**config.mk**
```make
export PLATFORM = sky130hd
export DESIGN_NAME = dbi_frame_sequencer
export DESIGN_NICKNAME = d
export VERILOG_FILES = /design/src/rtl/dbi_frame_sequencer.sv
export SDC_FILE = /design/constraint.sdc
export NUM_CORES = 1
export LEC_CHECK = 0
export CORE_MARGIN = 5
export CORE_UTILIZATION = 45
export DETAILED_ROUTE_END_ITERATION = 8
export HOLD_SLACK_MARGIN = 0.06
export PLACE_DENSITY = 0.8
export SYNTH_ARGS = -nofsm -noshare
export SYNTH_HDL_FRONTEND = slang
export SYNTH_SLANG_ARGS = --single-unit
export TNS_END_PERCENT = 50
```
**constraint.sdc**
```tcl
create_clock -name clk -period 2.25 [get_ports clk]
set_input_delay 0.675 -clock clk [delete_from_list [all_inputs] [get_ports clk]]
set_output_delay 0.675 -clock clk [all_outputs]
set_load 0.03 [all_outputs]
```
**src/rtl/dbi_frame_sequencer.sv**
```systemverilog
// DBI Type-C frame sequencer: emits window setup commands, then forwards one frame of RGB565 bytes.
// Optional DBI_SEQ_COLMOD_EN prepends COLMOD 0x3A / 0x55 to every frame's setup stream.
module dbi_frame_sequencer #(
    parameter int IMG_W = 240,
    parameter int IMG_H = 320,
    parameter int DAT_W = 8
) (
    input  logic             clk,
    input  logic             rst,
    input  logic             frame_start_i,
    input  logic [DAT_W-1:0] pxl_dat_i,
    input  logic             pxl_vld_i,
    output logic             pxl_rdy_o,
    output logic [DAT_W-1:0] dbi_dat_o,
    output logic             dbi_dcx_o,
    output logic             dbi_vld_o,
    input  logic             dbi_rdy_i,
    output logic             busy_o,
    output logic             frame_done_o
);

    localparam longint unsigned PIX_BYTES = 64'(2) * 64'(IMG_W) * 64'(IMG_H);
    localparam int CNT_W = $clog2(PIX_BYTES);
    localparam logic [CNT_W-1:0] PIX_LAST = CNT_W'(PIX_BYTES - 64'(1));
    localparam logic [15:0] W_M1 = 16'(IMG_W - 1);
    localparam logic [15:0] H_M1 = 16'(IMG_H - 1);

    localparam logic [7:0] CMD_COLMOD = 8'h3A;
    localparam logic [7:0] PAR_COLMOD = 8'h55;
    localparam logic [7:0] CMD_CASET  = 8'h2A;
    localparam logic [7:0] CMD_PASET  = 8'h2B;
    localparam logic [7:0] CMD_RAMWR  = 8'h2C;

    typedef enum logic [3:0] {
        S_IDLE,
`ifdef DBI_SEQ_COLMOD_EN
        S_COLMOD_CMD,
        S_COLMOD_PAR,
`endif
        S_CASET_CMD,
        S_CASET_PAR,
        S_PASET_CMD,
        S_PASET_PAR,
        S_RAMWR_CMD,
        S_PIXEL,
        S_DONE
    } state_t;

`ifdef DBI_SEQ_COLMOD_EN
    localparam state_t FIRST_CMD = S_COLMOD_CMD;
`else
    localparam state_t FIRST_CMD = S_CASET_CMD;
`endif

    state_t           state, state_nxt;
    logic [1:0]       par_idx, par_idx_nxt;
    logic [CNT_W-1:0] pix_cnt, pix_cnt_nxt;

    // Window parameters: start address is always 0, end address big-endian.
    function automatic logic [7:0] par_byte(input logic [1:0] idx, input logic [15:0] v);
        case (idx)
            2'd2:    return v[15:8];
            2'd3:    return v[7:0];
            default: return 8'h00;
        endcase
    endfunction

    always_ff @(posedge clk) begin
        if (rst) begin
            state   <= S_IDLE;
            par_idx <= '0;
            pix_cnt <= '0;
        end else begin
            state   <= state_nxt;
            par_idx <= par_idx_nxt;
            pix_cnt <= pix_cnt_nxt;
        end
    end

    always_comb begin
        state_nxt   = state;
        par_idx_nxt = par_idx;
        pix_cnt_nxt = pix_cnt;
        dbi_dat_o   = '0;
        dbi_dcx_o   = 1'b0;
        dbi_vld_o   = 1'b0;
        pxl_rdy_o   = 1'b0;
        case (state)
            S_IDLE: begin
                if (frame_start_i) state_nxt = FIRST_CMD;
            end
`ifdef DBI_SEQ_COLMOD_EN
            S_COLMOD_CMD: begin
                dbi_dat_o = DAT_W'(CMD_COLMOD);
                dbi_vld_o = 1'b1;
                if (dbi_rdy_i) state_nxt = S_COLMOD_PAR;
            end
            S_COLMOD_PAR: begin
                dbi_dat_o = DAT_W'(PAR_COLMOD);
                dbi_dcx_o = 1'b1;
                dbi_vld_o = 1'b1;
                if (dbi_rdy_i) state_nxt = S_CASET_CMD;
            end
`endif
            S_CASET_CMD: begin
                dbi_dat_o = DAT_W'(CMD_CASET);
                dbi_vld_o = 1'b1;
                if (dbi_rdy_i) state_nxt = S_CASET_PAR;
            end
            S_CASET_PAR: begin
                dbi_dat_o = DAT_W'(par_byte(par_idx, W_M1));
                dbi_dcx_o = 1'b1;
                dbi_vld_o = 1'b1;
                if (dbi_rdy_i) begin
                    par_idx_nxt = par_idx + 2'd1;
                    if (par_idx == 2'd3) state_nxt = S_PASET_CMD;
                end
            end
            S_PASET_CMD: begin
                dbi_dat_o = DAT_W'(CMD_PASET);
                dbi_vld_o = 1'b1;
                if (dbi_rdy_i) state_nxt = S_PASET_PAR;
            end
            S_PASET_PAR: begin
                dbi_dat_o = DAT_W'(par_byte(par_idx, H_M1));
                dbi_dcx_o = 1'b1;
                dbi_vld_o = 1'b1;
                if (dbi_rdy_i) begin
                    par_idx_nxt = par_idx + 2'd1;
                    if (par_idx == 2'd3) state_nxt = S_RAMWR_CMD;
                end
            end
            S_RAMWR_CMD: begin
                dbi_dat_o = DAT_W'(CMD_RAMWR);
                dbi_vld_o = 1'b1;
                if (dbi_rdy_i) state_nxt = S_PIXEL;
            end
            S_PIXEL: begin
                // Pass-through: the converter sees TX backpressure directly.
                dbi_dat_o = pxl_dat_i;
                dbi_dcx_o = 1'b1;
                dbi_vld_o = pxl_vld_i;
                pxl_rdy_o = dbi_rdy_i;
                if (pxl_vld_i && dbi_rdy_i) begin
                    if (pix_cnt == PIX_LAST) begin
                        pix_cnt_nxt = '0;
                        state_nxt   = S_DONE;
                    end else begin
                        pix_cnt_nxt = pix_cnt + CNT_W'(1);
                    end
                end
            end
            S_DONE: begin
                state_nxt = S_IDLE;
            end
            default: begin
                state_nxt = S_IDLE;
            end
        endcase
    end

    assign busy_o       = (state != S_IDLE);
    assign frame_done_o = (state == S_DONE);

endmodule

```
# Word-level counts from Yosys, hierarchy flattened
# Index checks and enable logic that the tools add are counted.
dict set report op_classes {
  n_mux 18
  reduce_logical 9
  addsub 2
  n_eq_ne 20
}
# operator n
set op_table {}
lappend op_table {{8-bit case mux with 6 select lines} 1}
lappend op_table {{4-bit 2-to-1 mux} 10}
lappend op_table {{4-bit case mux with 7 select lines} 1}
lappend op_table {{2-bit != test (second input constant)} 10}
lappend op_table {{18-bit by 1-bit adder with 18-bit output (second input constant)} 1}
lappend op_table {{18-bit == test (second input constant)} 1}
lappend op_table {{18-bit 2-to-1 mux} 1}
lappend op_table {{4-bit by 3-bit == test with 1-bit output (second input constant)} 4}
lappend op_table {{6-bit case mux with 2 select lines} 1}
lappend op_table {{10-bit AND reduction} 1}
lappend op_table {{4-bit by 2-bit == test with 1-bit output (second input constant)} 2}
lappend op_table {{8-bit 2-to-1 mux} 1}
lappend op_table {{5-bit OR reduction} 1}
lappend op_table {{2-bit == test (second input constant)} 2}
lappend op_table {{4-bit by 1-bit == test with 1-bit output (second input constant)} 1}
lappend op_table {{4-bit zero test} 1}
lappend op_table {{2-bit AND reduction} 2}
lappend op_table {{4-bit nonzero test} 1}
lappend op_table {{3-bit OR reduction} 1}
lappend op_table {{2-bit by 1-bit adder with 2-bit output (second input constant)} 1}
lappend op_table {{1-bit 2-to-1 mux} 2}
lappend op_table {{1-bit case mux with 2 select lines} 1}
lappend op_table {{2-bit OR reduction} 1}
lappend op_table {{1-bit logical AND} 1}
dict set report totals {
  regBits 24
  elab_cells 52
}

# Longest topological paths before layout
dict set report logic_depth {
  ltp_word 4
  depth_mapped 8
  ltp_nobuf 7
}

# Worst setup path before layout
# OpenSTA, ideal clock, no wires.
dict set report synth_path {
  path_kind {register to output}
  start {register state[0]}
  end {output dbi_vld_o}
  setup_slack_ps -187
  t_required_ps 1575
  t_arrival_ps 1762
  n_path_buf 2
  path_stages_with_launch 7
  cell_sequence {dfxtp_1 -> inv_1 -> ha_1 -> buf_2 -> clkbuf_1 -> a21oi_1 -> o21ai_0}
}
dict set report synth_via {
  elab_chain_cells 3
}
# item line_no
set synth_rtl {}
lappend synth_rtl {{start, declared} 55} ;# state_t state, state_nxt;
lappend synth_rtl {{start signal, assigned} 74} ;# state <= state_nxt;
lappend synth_rtl {{4-bit by 3-bit == test with 1-bit output (tied with other cells)} 88} ;# case (state)
lappend synth_rtl {{5-bit OR reduction (no line)} --}
lappend synth_rtl {{1-bit case mux with 2 select lines (*)} 88}
lappend synth_rtl {{end, declared} 16} ;# output logic dbi_vld_o,
# Mark *: on every way between the ends. The rest lies on a longest branch, timed or not.

# Worst setup path in the final report
dict set report layout_path {
  start {register state[1]}
  end {output dbi_dat_o[1]}
}
dict set report layout_via {
  elab_chain_cells 2
}
# item line_no
set layout_rtl {}
lappend layout_rtl {{4-bit by 3-bit == test with 1-bit output (tied with other cells)} 88}
lappend layout_rtl {{8-bit case mux with 6 select lines (*)} 88}
lappend layout_rtl {{end, declared} 14} ;# output logic [DAT_W-1:0] dbi_dat_o,
# Marked as above.

==> flow_summary.rst <==
.. list-table::
   :header-rows: 1

   * - Metric
     - Value
   * - Source-to-sink clock delay at the later pin of the worst-skew pair
     - approximately 0.32 ns
   * - Die extent in x
     - 66.4 um
   * - Total half-perimeter wirelength after legalization and detailed placement
     - about 2.4 mm
   * - Tcrit/Tclk final
     - 102%
   * - Total number of clock tree sinks
     - 23
   * - Min-Delay Path Class
     - reg2reg
   * - Number of nets in the layout
     - about 250
   * - Routed wire length per instance
     - ~13 um
   * - Maximum root-to-sink buffer count
     - 2
   * - Clock network fraction of total power
     - 11.4%
   * - Overflow left after global routing
     - 0
   * - Unrepaired setup endpoints after global routing
     - yes
   * - Final Hold Vio Count
     - 0
   * - Routed wire length on met3
     - between 100 and 150 um
   * - Register bit total from synthesis
     - 23
   * - Fraction of layout cells with a size suffix above 1
     - 31.1%
   * - Largest net degree at the start of global routing
     - 16
   * - Total net switching power
     - 0.000686 W
   * - DRT Wirelength
     - about 3.4 mm
   * - Number of flops mapped to enable cells by yosys
     - 0
   * - Root Buffer Master
     - sky130_fd_sc_hd__clkbuf_4
   * - Drt via density
     - 5.06
   * - Capture instance of the worst register-to-register path
     - state[1]
   * - Starting DRT DRC Count
     - 76
   * - Sequential element share of the synthesized area
     - about a third
   * - Total power consumption of the routed design
     - about 0.0017 W
   * - Most area-hungry cell type in the Yosys netlist
     - sky130_fd_sc_hd__dfxtp_1
   * - Max Cap Viol
     - 0
   * - Fmax
     - between 400 and 500 MHz
   * - Syn Nets
     - 201
   * - Die extent in y
     - 66.4 um
   * - Routed met1 length
     - about 1.6 mm
   * - Number of standard-cell rows in the floorplan
     - 20
   * - Vias in the first global route
     - between 1,000 and 1,500
   * - PortBufs
     - 25
   * - Worst Tran Pin Value
     - 0.408 ns
   * - Initial Utilization
     - roughly 47%
   * - Result of the run
     - complete, but fails checks
   * - Worst Setup Slack, final
     - -0.0384 ns
   * - H-tree depth
     - 1
   * - Critical Path AT
     - around 1.6 ns
   * - Startpoint-to-endpoint class of the critical path
     - reg2out
   * - Sequential fraction of design power
     - 29.5%
   * - Worst max-slew margin expressed relative to the limit
     - between 70% and 80%
   * - Required time at the endpoint of the critical path
     - between 1.5 and 2 ns
   * - Antenna violations before repair
     - 0
   * - Power density normalized to cell area
     - roughly 830 nW/um^2
   * - Count of synthesis-stage warnings from yosys
     - 0
   * - Leading cell type in the layout, fill and taps excluded
     - sky130_fd_sc_hd__buf_4
   * - Number of top-level design ports
     - 26
   * - Residual DRC count
     - 0
   * - Worst setup path startpoint
     - state[1]
   * - Clock transition at the registers of the reported paths
     - approximately 0.13 ns
   * - Shortest period the worst path allows
     - 2.29 ns
   * - Endpoint class of the critical path
     - output port
   * - Post-Syn Instances
     - ~180
   * - Top FF cell, synth
     - sky130_fd_sc_hd__dfxtp_1
   * - Slew Limit Fails
     - 0
   * - RD Place Congestion
     - 0.879
   * - Total track usage
     - roughly 16%
   * - Largest cells by area after synthesis
     - sky130_fd_sc_hd__dfxtp_1 (32%), sky130_fd_sc_hd__ha_1 (7.9%), sky130_fd_sc_hd__nor2_1 (7.1%)
   * - Post-Route Skew
     - 0.00795 ns
   * - Highest metal layer with signal wires
     - met4
   * - Cell depth of the worst flop-to-flop path
     - 9
   * - Maximum ir drop on the vdd rail
     - between 0.3 and 0.4 mV
   * - Total via count in the routed design
     - between 1,000 and 1,500
   * - Routed wl met2
     - 1.69 mm
   * - Number of diodes added for antenna fixing
     - 0
   * - Detailed-router iteration count before antenna repair
     - 6
   * - Endpoint of the worst setup timing path
     - dbi_dat_o[1]
   * - Failing checks
     - setup timing
   * - Post-cts hold buffer count
     - 0
   * - Fraction of registers with async set/reset
     - 0%
   * - Startpoint of the worst-slack reg-to-reg timing path
     - state[0]
   * - Slack of the worst reg-to-reg path
     - 0.10 ns
   * - Area fraction of the dominant cell type after synthesis
     - between 30 and 40%
   * - Total setup violations reported at the end of the flow
     - 2
   * - DRT antenna net count
     - 0
   * - Setup Slack @ Placement
     - -0.0859 ns
   * - Setup TNS
     - -0.0560 ns
   * - Die footprint
     - between 4000 and 5000 um^2
   * - Most frequent cells in the layout
     - sky130_fd_sc_hd__buf_4 (31), sky130_fd_sc_hd__nor2_1 (27), sky130_fd_sc_hd__dfxtp_1 (19)
   * - Combined area of all synthesized cells
     - 1430 um^2
   * - Core Region
     - around 3100 um^2
   * - Global-route wire length before repair
     - just under 6 mm
   * - Relative area change from synthesis to final layout
     - 40.2%
   * - Combinational share of power
     - 59.1%
   * - Critical path launch point type
     - register
   * - Leakage component of the power
     - 0.821 nW
   * - Layout fillers
     - between 200 and 300
   * - Syn Area/Cell
     - between 7 and 8 um^2
   * - Internal power
     - slightly below 0.001 W
   * - Cts bufs inserted
     - 3
   * - Fraction of power spent switching nets
     - between 40% and 50%
   * - Worst-path fanout max
     - 4
   * - Clock tree from TritonCTS
     - yes
   * - Unique masters post-synth
     - 37
[routing by layer]
layer / global-route usage [%] / up-vias
met4: 2.28 / 0
met5: 0 / -
met3: 3.06 / 3
met1: 22.6 / 621
li1: - / 710
met2: 27.4 / 27
[worst max-delay path: stages (launching register included)]
cell                      delay (ns)
sky130_fd_sc_hd__dfxtp_4        0.42
sky130_fd_sc_hd__inv_4          0.06
sky130_fd_sc_hd__ha_2           0.22
sky130_fd_sc_hd__inv_2          0.08
sky130_fd_sc_hd__nor2_1         0.04
sky130_fd_sc_hd__a311o_1        0.33
sky130_fd_sc_hd__buf_6          0.15
[cell families (layout without fill, tap and decap cells)]
kind of cell / after synthesis / after routing / synth area share [%]
AND/OR/NAND/NOR: 86 / 86 / 30.9
AO/OA/AOI/OAI: 28 / 28 / 13.5
flip-flops: 23 / 23 / 32.2
XOR/XNOR: 16 / 16 / 9.81
buffers and inverters: 16 / 62 / 4.90
adder cells (fa/ha/maj): 9 / 9 / 7.88
multiplexers: 1 / 1 / 0.788
[state kept, by name, summed over array words and instances, names as in the netlist]
name     flops
pix_cnt     18
par_idx      2
state        3
[cell usage after synthesis, types with 2 or more instances]
library cell	instances
sky130_fd_sc_hd__clkbuf_1	5
sky130_fd_sc_hd__and3_1	5
sky130_fd_sc_hd__nor4_2	2
sky130_fd_sc_hd__nor2_1	27
sky130_fd_sc_hd__ha_1	9
sky130_fd_sc_hd__o31ai_1	2
sky130_fd_sc_hd__a21oi_1	9
sky130_fd_sc_hd__xor2_1	9
sky130_fd_sc_hd__nand2b_1	3
sky130_fd_sc_hd__nand4_1	6
sky130_fd_sc_hd__xnor2_1	7
sky130_fd_sc_hd__a311oi_1	2
sky130_fd_sc_hd__nor3_1	2
sky130_fd_sc_hd__nand2_1	19
sky130_fd_sc_hd__o21ai_0	5
sky130_fd_sc_hd__a21o_1	2
sky130_fd_sc_hd__buf_2	2
sky130_fd_sc_hd__and2_1	2
sky130_fd_sc_hd__nand3_1	12
sky130_fd_sc_hd__or3_1	2
sky130_fd_sc_hd__dfxtp_1	23
sky130_fd_sc_hd__a21boi_0	2
sky130_fd_sc_hd__inv_1	8
[power groups by stage]
| stage | registers (W) | logic [W] | clock network (W) |
|---|---|---|---|
| after floorplan | 0.000463 | 0.000510 | 0 |
| after CTS | 0.000482 | 0.000877 | 0.000198 |
| after detailed placement | 0.000472 | 0.000750 | 0 |
| final | 0.000493 | 0.000988 | 0.000191 |
| after global routing | 0.000497 | 0.00106 | 0.000215 |
| after global placement | 0.000471 | 0.000744 | 0 |
[final cells by class]
cell class              count  area, um^2  share of cell area (%)
inverters                   8        37.5                    1.87
multi-input cells         140         976                    48.7
repair buffers             50         437                    21.8
flip-flops and latches     23         470                    23.5
clock buffers               3        22.5                    1.12
clock inverters             1        5.00                   0.250
well taps                  44        55.1                    2.75
[repair_timing]
item,4_1_cts,5_1_grt
setup endpoints to repair,9,12
setup buffers,5,4
pin swaps,4,6
resized for setup,26,15
[worst min path at each step]
stage | slack [ns] | endpoint | startpoint | depth (start not counted)
CTS | 0.48 | pix_cnt[1] | pix_cnt[1] | 2
floorplan | 0.45 | pix_cnt[1] | pix_cnt[1] | 2
detailed placement | 0.47 | pix_cnt[1] | pix_cnt[1] | 2
finish | 0.49 | pix_cnt[1] | pix_cnt[1] | 2
global route | 0.50 | pix_cnt[1] | pix_cnt[1] | 2
global placement | 0.46 | pix_cnt[1] | pix_cnt[1] | 2
[stage by stage]
| stage | std cells | utilization, % | area (um^2) | hold WS [ns] |
|---|---|---|---|---|
| 5_1_grt | 269 | 65.6 | 2000 | 0.498 |
| 3_3_place_gp | 256 | 58.4 | 1780 | 0.457 |
| 6_report | 269 | 65.6 | 2000 | 0.487 |
| 4_1_cts | 265 | 63.0 | 1920 | 0.484 |
| 2_1_floorplan | 179 | - | 1430 | 0.449 |
| 3_5_place_dp | 256 | 58.4 | 1780 | 0.466 |
(Power assumes the default switching activity.)
